**src/rtl/reg5_read_buffer.sv**
```systemverilog
// reg5_read_buffer: circular read buffer behind a 5-bit write-enable register, drained via valid/ready
//   clk         in   rising-edge clock
//   rst         in   synchronous active-high reset (clears pointers, count, overflow)
//   i_data_in   in   word offered by the writer
//   i_write_en  in   writer strobe, one word per cycle
//   o_full      out  buffer holds DEPTH words
//   o_data_out  out  head word, 0 when nothing is queued
//   o_out_valid out  head word present
//   i_out_ready in   reader takes the head this cycle
//   o_count     out  occupied entries, 0..DEPTH
//   o_overflow  out  sticky flag, a write was dropped
module reg5_read_buffer #(
    parameter int WIDTH  = 5,
    parameter int DEPTH  = 4,
    parameter int ADDR_W = 2
) (
    input  logic              clk,
    input  logic              rst,
    input  logic [WIDTH-1:0]  i_data_in,
    input  logic              i_write_en,
    output logic              o_full,
    output logic [WIDTH-1:0]  o_data_out,
    output logic              o_out_valid,
    input  logic              i_out_ready,
    output logic [ADDR_W:0]   o_count,
    output logic              o_overflow
);
    logic [WIDTH-1:0]  r_mem [DEPTH];
    logic [ADDR_W-1:0] r_wr_ptr;
    logic [ADDR_W-1:0] r_rd_ptr;
    logic [ADDR_W:0]   r_count;
    logic              r_overflow;
    logic              w_pop;
    logic              w_write;

    assign o_count     = r_count;
    assign o_overflow  = r_overflow;
    assign o_out_valid = r_count != '0;
    assign o_full      = r_count == (ADDR_W+1)'(DEPTH);
    assign o_data_out  = o_out_valid ? r_mem[r_rd_ptr] : '0;
    assign w_pop       = o_out_valid & i_out_ready;
    // a full buffer can still take a word when the head leaves in the same cycle
    assign w_write     = i_write_en & (~o_full | w_pop);

    always_ff @(posedge clk)
        if (!rst && w_write) r_mem[r_wr_ptr] <= i_data_in;

    always_ff @(posedge clk) begin
        if (rst) begin
            r_wr_ptr   <= '0;
            r_rd_ptr   <= '0;
            r_count    <= '0;
            r_overflow <= 1'b0;
        end else begin
            if (w_write) r_wr_ptr <= r_wr_ptr + 1'b1;
            if (w_pop) r_rd_ptr <= r_rd_ptr + 1'b1;
            r_count    <= (w_write && !w_pop) ? r_count + 1'b1 :
                          (w_pop && !w_write) ? r_count - 1'b1 : r_count;
            r_overflow <= r_overflow | (i_write_en & o_full & ~w_pop);
        end
    end
endmodule

```
**config.mk**
```make
export PLATFORM = sky130hd
export DESIGN_NAME = reg5_read_buffer
export DESIGN_NICKNAME = d
export VERILOG_FILES = /design/src/rtl/reg5_read_buffer.sv
export SDC_FILE = /design/constraint.sdc
export NUM_CORES = 1
export LEC_CHECK = 0
export CAP_MARGIN = 20
export CELL_PAD_IN_SITES_DETAIL_PLACEMENT = 1
export CELL_PAD_IN_SITES_GLOBAL_PLACEMENT = 2
export CORE_MARGIN = 2
export CORE_UTILIZATION = 37
export CTS_BUF_LIST = sky130_fd_sc_hd__clkbuf_16
export DETAILED_ROUTE_END_ITERATION = 6
export GPL_TIMING_DRIVEN = 0
export PLACE_DENSITY = 0.82
export SETUP_SLACK_MARGIN = 0.02
export SLEW_MARGIN = 20
export SYNTH_ARGS = -nofsm -noshare
export SYNTH_HDL_FRONTEND = slang
export SYNTH_SLANG_ARGS = --single-unit
```
**constraint.sdc**
```tcl
create_clock -name clk -period 3 [get_ports clk]
set_input_delay 0.9 -clock clk [delete_from_list [all_inputs] [get_ports clk]]
set_output_delay 0.9 -clock clk [all_outputs]
set_load 0.02 [all_outputs]
```
Word-level counts from Yosys, hierarchy flattened
Memories as Yosys holds them, arrays and structs flattened. A register that Yosys moved wholly into a read port is not among the register bits. Cells that the tools add are included.

Flip-flop bits (word level): 8. RAM bits: 20. Input port bits: 9. Output and inout port bits: 11. Logic and storage cells: 33. Memories kept: 1.

Memory list: r_mem (words 4, width 5, read ports 1, clocked after memory_dff 1, write ports 1, line 28) `logic [WIDTH-1:0] r_mem [DEPTH];`.

Add/subtract/negate cells: 4. Equality and inequality tests: 1. Multiplexer cells: 7. Bitwise operators: 8. Reduce and logical (&&, ||, !) cells: 8.

Operators with widths (number): $mux W3 (2); $mux W5 (1); $add A2 B1 Y2 const B (2); $and A1 B1 Y1 (4); $mux W2 (2); $add A3 B1 Y3 const B (1); $eq A3 B3 Y1 const B (1); $logic_and A1 B1 Y1 (3); $logic_not A1 Y1 (3); $reduce_bool A3 Y1 (1); $sub A3 B1 Y3 const B (1); $mux W1 (2); $not A1 Y1 (2); $or A1 B1 Y1 (2); $reduce_bool A2 Y1 (1).

Logic depth before layout (Yosys ltp)
Gate-level depths: netlist of run 1.

Word-level depth: 8. Mapped depth: 9. Mapped depth without buffers: 9.

Worst setup path after synthesis of run 1
OpenSTA, ideal clock, no wires.

Path type: input port to flip-flop. From: input i_out_ready. To: register r_count[2], in the netlist o_count[2]. Library setup time: 0.071 ns. Arrival time: 2.469 ns. Required time: 2.929 ns. Setup slack: 0.461 ns. Stages: 9. Path buffers: 0. Path through: inv_1 a21bo_4 inv_4 ha_1 inv_1 fa_1 xor2_1 or3_2 a21oi_1.

Word-level cells in the longest chain between the ends: 6. Elaborated cells on any way between the ends: 9. Classes of those cells: 1 x mux; 3 x bitwise; 5 x reduce/logical.

RTL lines: start, declared (line 24) `input logic i_out_ready,`; $and A1 B1 Y1 * (line 41) `assign w_pop = o_out_valid & i_out_ready;`; $or A1 B1 Y1 (line 43) `assign w_write = i_write_en & (~o_full | w_pop);`; $and A1 B1 Y1 (line 43); $logic_not A1 Y1 (line 58) `(w_pop && !w_write) ? r_count - 1'b1 : r_count;`; $logic_and A1 B1 Y1 (line 58); $reduce_bool A2 Y1 (no line); end signal, assigned (line 57) `r_count <= (w_write && !w_pop) ? r_count + 1'b1 :`; end, declared (line 31) `logic [ADDR_W:0] r_count;`.

Mark *: on every way between the ends. The rest lies on a longest branch, timed or not. A chain may end at the register's enable or synchronous reset.

==> flow_metrics.tcl, run 1 <==
set metrics [dict create \
    outcome "finished, final reports clean" \
    gp_congestion 0.636 \
    fin_nets 126 \
    cp.depth 4 \
    synth_area_sq_um 1290 \
    powerDensity_nw_per_um2 950 \
    syn2layout_area_growth_pct 30.7 \
    fin_skew_ns 0.00578 \
    cts_inserted_buffers 5 \
    routed_wl_mm 2.52 \
    clk-insertion-delay-late_ns 0.27 \
    grt_use_total 0.148 \
    io_pins 20 \
    syn_nets 100 \
    drv_slew 0 \
    fin_crit_ns 2.87 \
    crit_fanout 5 \
    die_h_microns 63.0 \
    dieArea_sq_um 3970 \
    ys_ff_latch 30 \
    path_clk_slew_ns 0.05 \
    grt_max_degree 11 \
    critPathBufInv 2 \
    drt_iter0_drc 16 \
    place_inst 150 \
    max_slew.worst_pin.slew_ns 0.961 \
    start_util 0.386 \
    criticalPathCategory "reg2out" \
    seqPwrFrac 0.349 \
    combPwrFrac 0.363 \
    drc 0 \
    worstHoldPathType "reg2reg" \
    grt_pass1_wl_mm 4.13 \
    r2r_slack_ns 0.66 \
    synth_seq_area_share 0.622 \
    swShare 0.316 \
    required_ns 2.10 \
    cts_num_sinks 30 \
    rsz0062_at_grt "false" \
    dp_hpwl_mm 1.74 \
    max_stage_delay_ns 0.53 \
    overflow 0 \
    syn_avg_cell_area_sq_um 15.1 \
    stdcell_count 158 \
    cp_slowest_cell "clkdlybuf4s50_1" \
    crit_arrival_ns 1.97 \
    final_common_cell "edfxtp_1" \
    routedWlPerCell_microns 15.9 \
    port_buffers 19 \
    fin_crit_sh 0.957 \
    p_leak_uw 0.000624 \
    crit_path_end_kind "primary output" \
    cpLargestDelayFamily "buffers and inverters" \
    antenna_found_initial 0 \
    core_area_sq_um 3340 \
    clock_path_buffers 2 \
    fp.dieW_microns 63.0 \
    p_clk_frac 0.287 \
    cts_setup_buffers 0 \
    slew_headroom 0.358 \
    grt_pass1_vias 817 \
    hold_viol 0 \
    final_cell_mix "20 x edfxtp_1, 18 x clkdlybuf4s50_1, 10 x dfxtp_1, 7 x nor2_1, 6 x inv_1" \
    cts-root-buf "clkbuf_16" \
    layout-drive-gt1-share 0.161 \
    setup_viol 0 \
    hold_depth 2 \
    tritoncts "yes" \
    netlist_instances 85 \
    rows 21 \
    maxCapViolCount 0 \
    reg2regPathDepth 9 \
    critical_path.cell_chain "clkbuf_4, mux4_2, and2b_1, clkdlybuf4s50_1" \
    yosysWarnings 0 \
    synth_cell_type_count 27 \
    switchingPower_uw 505 \
    finalSetupTns_ns 0 \
    clock.fmax_mhz 348 \
    ant_nets 0 \
    via_count 752 \
    drtPass1Iterations 4 \
    cp-start-kind "flop" \
    viasPerCell 4.76 \
    p_int_uw 1090 \
    ir_worst_vdd_v 0.000384 \
    htree_levels 2 \
    antenna_cells 0 \
]
cell usage after synthesis, drive strengths merged:
library cell	number	share of area
and2b	4	0.023
ha	5	0.049
nor3	1	0.0039
a31oi	1	0.0049
clkbuf	1	0.0029
buf	1	0.0039
inv	6	0.019
mux4	5	0.087
mux2	1	0.012
nand2	1	0.0029
a21oi	2	0.0078
or3	2	0.011
o31ai	1	0.0058
dfxtp	10	0.16
nor2	7	0.020
edfxtp	20	0.47
fa	1	0.016
o21ai	2	0.0078
xor2	3	0.020
nor2b	1	0.0049
mux2i	2	0.016
a21bo	1	0.013
nor3b	5	0.038
nand2b	2	0.0097
stage by stage:
stage	utilization	hold slack, ns	cell area (sq um)	worst slack, ns	total power [uW]
global route	0.504	0.523	1680	0.0535	1690
floorplan	-	0.459	1290	0.461	913
finish	0.504	0.474	1680	0.130	1600
global placement	0.460	0.455	1540	-0.165	1120
detailed placement	0.460	0.470	1540	-0.191	1150
CTS	0.503	0.482	1680	0.0669	1630
power groups by stage:
stage / Combinational (uW) / Clock [uW] / Sequential [uW]
6_report: 580 / 459 / 558
3_3_place_gp: 565 / 0 / 559
3_5_place_dp: 584 / 0 / 564
2_1_floorplan: 341 / 0 / 572
5_1_grt: 631 / 493 / 568
4_1_cts: 592 / 475 / 561
flip-flops by register name, summed over array words and instances (netlist names), named ones only:
| signal | cells |
|---|---|
| o_count | 3 |
| o_overflow | 1 |
| r_mem | 20 |
| r_rd_ptr | 2 |
| r_wr_ptr | 2 |
tightest hold or removal path, cell delays in order (launching register included):
cell	delay [ns]
dfxtp_1	0.33
a31oi_1	0.04
nor2_1	0.07
cell type report:
cell class | count | area (sq um)
Timing Repair Buffer | 19 | 193
Buffer | 2 | 11.3
Inverter | 6 | 25.0
Tap cell | 46 | 57.6
Multi-Input combinational cell | 47 | 458
Sequential cell | 30 | 801
Clock buffer | 5 | 125
Fill cell | 347 | 1650
Clock inverter | 3 | 12.5
cells by family after synthesis:
kind of cell / share of synthesized area
DFF: 0.622
buffers and inverters: 0.0262
muxes: 0.115
adders and majority gates: 0.0641
AOI/OAI and AO/OA: 0.0389
and+or+nand+nor: 0.114
xor gates and xnor gates: 0.0204
per-layer routing:
layer,wire (microns),share of wire,up-vias,global-route usage
li1,-,-,357,-
met1,1070,0.42,371,0.171
met2,1280,0.51,17,0.231
met3,117,0.047,7,0.0667
met4,51,0.020,0,0.0778
met5,0,0,-,0
path summary, 6_finish.rpt:
| kind | end | startpoint |
|---|---|---|
| worst max-delay path | o_data_out[4] | flop |
| worst min register to register | o_overflow | o_overflow |
| worst min-delay path | o_overflow | o_overflow |
| worst max register to register | o_count[2] | o_count[1] |
what timing repair did:
item	4_1_cts	5_1_grt
hold buffers	0	0
setup endpoints to repair	6	2
pin swaps	0	0
gates resized for setup	1	2
(Power assumes the default switching activity.)
==> run 2: changes to the inputs <==
CELL_PAD_IN_SITES_DETAIL_PLACEMENT = 0   (was 1)
CELL_PAD_IN_SITES_GLOBAL_PLACEMENT = 1   (was 2)
CORE_UTILIZATION = 40   (was 37)
HOLD_SLACK_MARGIN = 0.03   (was unset)
PLACE_DENSITY = 0.77   (was 0.82)
==> run 2 against run 1 <==
Net effect: clock-buffer cell count is the same; first-iteration DRC count is the same; clock skew shrank 0.0034 ns; die area shrank 7.0%; setup slack lost 0.016 ns; global-route usage shrank 0.22 points; cell count shrank 1.3%; clock power grew 22%; maximum frequency shrank 0.56%; total power grew 5.5%; hold slack gained 0.022 ns; critical endpoint is now o_data_out[2].
==> flow_metrics.tcl, run 2 (synthesis results as in run 1) <==
set metrics [dict create \
    core_area_sq_um 3050 \
    rsz0062_at_grt "false" \
    drtPass1Iterations 4 \
    max_stage_delay_ns 0.53 \
    gp_congestion 0.678 \
    grt_pass1_wl_mm 3.42 \
    outcome "finished, final reports clean" \
    grt_pass1_vias 721 \
    grt_use_total 0.146 \
    layout-drive-gt1-share 0.179 \
    swShare 0.302 \
    io_pins 20 \
    clock.fmax_mhz 347 \
    largest_reg_flops 20 \
    grt_max_degree 11 \
    place_inst 148 \
    cp_slowest_cell "clkdlybuf4s50_1" \
    crit_path_end_kind "primary output" \
    routedWlPerCell_microns 14.6 \
    crit_fanout 5 \
    required_ns 2.10 \
    rows 20 \
    start_util 0.422 \
    criticalPathCategory "reg2out" \
    cpLargestDelayFamily "buffers and inverters" \
    ant_nets 0 \
    clk-insertion-delay-late_ns 0.28 \
    p_clk_frac 0.333 \
    cts_inserted_buffers 5 \
    drt_iter0_drc 16 \
    cts_num_sinks 30 \
    regMostFlops "r_mem" \
    fin_util 0.559 \
    die_h_microns 60.7 \
    dieArea_sq_um 3690 \
    tritoncts "yes" \
    seqPwrFrac 0.331 \
    ir_worst_vdd_v 0.000493 \
    path_clk_slew_ns 0.05 \
    cp-start-kind "flop" \
    cts_hold_buf 0 \
    antenna_found_initial 0 \
    final_common_cell "edfxtp_1" \
    via_count 750 \
    critical_path.cell_chain "buf_2, mux4_2, and2b_1, clkdlybuf4s50_1" \
    fp.dieW_microns 60.7 \
    final_cell_mix "20 x edfxtp_1, 17 x clkdlybuf4s50_1, 10 x dfxtp_1, 7 x nor2_1" \
    hold_viol 0 \
    worstHoldPathType "reg2reg" \
    drc 0 \
    fin_crit_sh 0.962 \
    stdcell_count 156 \
    cts-root-buf "clkbuf_16" \
    fin_skew_ns 0.00237 \
    dp_hpwl_mm 1.52 \
    maxCapViolCount 0 \
    crit_arrival_ns 1.99 \
    htree_levels 2 \
    viasPerCell 4.81 \
    powerDensity_nw_per_um2 987 \
    overflow 0 \
    fin_crit_ns 2.89 \
    clock_path_buffers 2 \
    setup_viol 0 \
    critPathBufInv 2 \
    combPwrFrac 0.336 \
    port_buffers 19 \
    switchingPower_uw 510 \
    fin_ws_ns 0.114 \
    p_int_uw 1180 \
    antenna_cells 0 \
    post-place-ws_ns -0.169 \
    p_leak_uw 0.000655 \
    syn2layout_area_growth_pct 32.7 \
    drv_slew 0 \
    slew_headroom 0.403 \
    routed_wl_mm 2.28 \
    max_slew.worst_pin.slew_ns 0.893 \
    cts_setup_buffers 0 \
    fin_nets 126 \
]
[run 2: final cells by class]
| class | instances | area [sq um] |
|---|---|---|
| plain buffers | 2 | 8.76 |
| clock buffers | 5 | 125 |
| clock inverters | 3 | 40.0 |
| fillers | 264 | 1350 |
| inverters | 6 | 25.0 |
| multi-input cells | 47 | 458 |
| flip-flops and latches | 30 | 801 |
| well taps | 44 | 55.1 |
| repair buffers | 19 | 195 |
[run 2: repair_timing]
action | CTS | global route
setup endpoints to repair | 6 | 2
cloned | 0 | 0
gates resized for setup | 1 | 2
hold endpoints to repair | 0 | 0
[run 2: per-stage QoR]
step / area (sq um) / hold WS, ns / total power [uW] / TNS [ns]
finish: 1710 / 0.497 / 1690 / 0
global route: 1710 / 0.530 / 1770 / 0
CTS: 1700 / 0.497 / 1710 / 0
floorplan: 1290 / 0.459 / 913 / 0
global placement: 1530 / 0.450 / 1120 / -0.123
detailed placement: 1530 / 0.471 / 1140 / -0.169
[run 2: metal layers]
metal / up-vias / track usage / wire (microns)
met1: 372 / 0.163 / 916
li1: 358 / - / -
met5: - / 0 / 0
met3: 5 / 0.0768 / 128
met2: 15 / 0.224 / 1170
met4: 0 / 0.0839 / 57
[run 2: worst register-to-register path, stage by stage (launching register included)]
cell and delay [ns]:
dfxtp_1 0.53, nor3b_4 0.09, a21bo_4 0.25, inv_4 0.07, ha_1 0.17, inv_1 0.06, fa_1 0.37, xor2_1 0.16
or3_2 0.40, a21oi_1 0.14
[run 2: power by group through the flow]
stage / combinational (uW) / sequential (uW) / clock, uW
after global placement: 565 / 558 / 0
final: 567 / 558 / 562
after detailed placement: 576 / 562 / 0
after floorplan: 341 / 572 / 0
after CTS: 583 / 558 / 570
after global routing: 612 / 565 / 591
[run 2: path summary, 6_finish.rpt]
kind                             startpoint       endpoint  slack, ns  cells past startpoint
worst max-delay path                   flop  o_data_out[2]       0.11                      4
worst min-delay path            r_rd_ptr[1]           flop       0.50                      2
worst max register to register   o_count[0]     o_count[2]       0.70                      9
worst min register to register  r_rd_ptr[1]           flop       0.50                      2
==> run 3: changes to the inputs <==
PLACE_DENSITY = 0.73   (was 0.77)
REMOVE_ABC_BUFFERS = 1   (was unset)
SKIP_LAST_GASP = 1   (was unset)
==> run 3 against run 2 <==
Net effect: utilization down 1.2 points; register-to-register slack about the same; total power decreased by 6.8%; cell count fell by 1.3%; maximum frequency up 2.5%; sequential share of layout area grew 1.1 points; combinational power down 3.7%; cell area down 2.2%; highest routed layer unchanged.
==> flow_metrics.tcl, run 3 (synthesis results as in run 1) <==
set metrics [dict create \
    largest_reg_flops 20 \
    hold_depth 2 \
    p_leak_uw 0.000619 \
    port_buffers 19 \
    crit_path_end_kind "flop" \
    clock.fmax_mhz 355 \
    required_ns 3.19 \
    grt_pass1_vias 759 \
    rows 20 \
    regMostFlops "r_mem" \
    max_slew.worst_pin.slew_ns 0.907 \
    grt_max_degree 16 \
    fin_crit_ns 2.82 \
    io_pins 20 \
    outcome "finished, final reports clean" \
    via_count 726 \
    gp_congestion 0.620 \
    fill_cells 285 \
    criticalPathCategory "in2reg" \
    stdcell_count 154 \
    cts_setup_buffers 0 \
    slew_headroom 0.394 \
    hold_viol 0 \
    overflow 0 \
    reg2regPathDepth 9 \
    fin_skew_ns 0.00262 \
    antenna_cells 0 \
    core_area_sq_um 3050 \
    setup_viol 0 \
    dieArea_sq_um 3690 \
    drtPass1Iterations 2 \
    viasPerCell 4.71 \
    powerDensity_nw_per_um2 941 \
    routedWlPerCell_microns 13.9 \
    layout-drive-gt1-share 0.164 \
    seq_area_sq_um 802 \
    clock_path_buffers 2 \
    finalInstanceArea_sq_um 1670 \
    dp_hpwl_mm 1.51 \
    fin_nets 124 \
    rsz0062_at_grt "false" \
    die_h_microns 60.7 \
    maxCapViolCount 0 \
    worstHoldPathType "reg2reg" \
    syn2layout_area_growth_pct 29.7 \
    path_clk_slew_ns 0.05 \
    drv_slew 0 \
    grt_pass1_wl_mm 3.44 \
    cts-root-buf "clkbuf_16" \
    fp.dieW_microns 60.7 \
    final_common_cell "edfxtp_1" \
    crit_arrival_ns 3.01 \
    cts_num_sinks 30 \
    ir_worst_vdd_v 0.000450 \
    crit_fanout 5 \
    drc 0 \
    tritoncts "yes" \
    place_inst 146 \
    cts_inserted_buffers 5 \
    start_util 0.422 \
    placed_cell_area_sq_um 1520 \
    clk-insertion-delay-late_ns 0.27 \
    final_cell_mix "20 x edfxtp_1, 18 x clkdlybuf4s50_1, 9 x dfxtp_1, 7 x nor2_1, 6 x inv_1" \
    routed_wl_mm 2.14 \
    antenna_found_initial 0 \
    htree_levels 2 \
    multi_input_area_sq_um 458 \
    ant_nets 0 \
    grt_use_total 0.142 \
    cp-start-kind "input port" \
    fin_util 0.547 \
    fin_crit_sh 0.939 \
    drt_iter0_drc 8 \
]
run 3: critical path, stage by stage:
cell	delay, ns
clkdlybuf4s50_1	0.48
a21bo_4	0.26
inv_4	0.07
ha_1	0.17
inv_1	0.06
fa_1	0.37
xor2_1	0.16
or3_2	0.40
a21oi_1	0.14
run 3: layer usage:
metal,global-route usage,wire length [microns],up-vias
li1,-,-,354
met1,0.154,925,355
met2,0.237,1100,13
met3,0.0640,79,4
met4,0.0652,27,0
met5,0,0,-
run 3: final timing paths:
path	startpoint	endpoint	slack [ns]
worst min-delay path	o_overflow	o_overflow	0.50
worst min register to register	o_overflow	o_overflow	0.50
worst max-delay path	i_write_en	o_count[2]	0.18
worst max register to register	o_count[0]	o_count[2]	0.71
run 3: through the flow:
| stage | total power, uW | worst slack [ns] | hold WS, ns | setup TNS, ns |
|---|---|---|---|---|
| finish | 1570 | 0.184 | 0.497 | 0 |
| CTS | 1590 | 0.0208 | 0.505 | 0 |
| detailed placement | 1130 | -0.179 | 0.493 | -0.179 |
| floorplan | 906 | 0.462 | 0.452 | 0 |
| global placement | 1120 | -0.147 | 0.451 | -0.147 |
| global route | 1670 | 0.0512 | 0.543 | 0 |
run 3: layout make-up:
| type | count | area share |
|---|---|---|
| Clock buffer | 5 | 0.0749 |
| Clock inverter | 3 | 0.00749 |
| Inverter | 6 | 0.0150 |
| Multi-Input combinational cell | 47 | 0.274 |
| Sequential cell | 30 | 0.480 |
| Tap cell | 44 | 0.0330 |
| Timing Repair Buffer | 19 | 0.115 |
run 3: repair_timing:
action	CTS	global route
setup endpoints to repair	6	6
hold buffers	0	0
resized for setup	1	2
run 3: power by group:
part	switching, uW	internal, uW
Clock	156	298
Combinational	254	293
Sequential	72.6	498
Total	483	1090
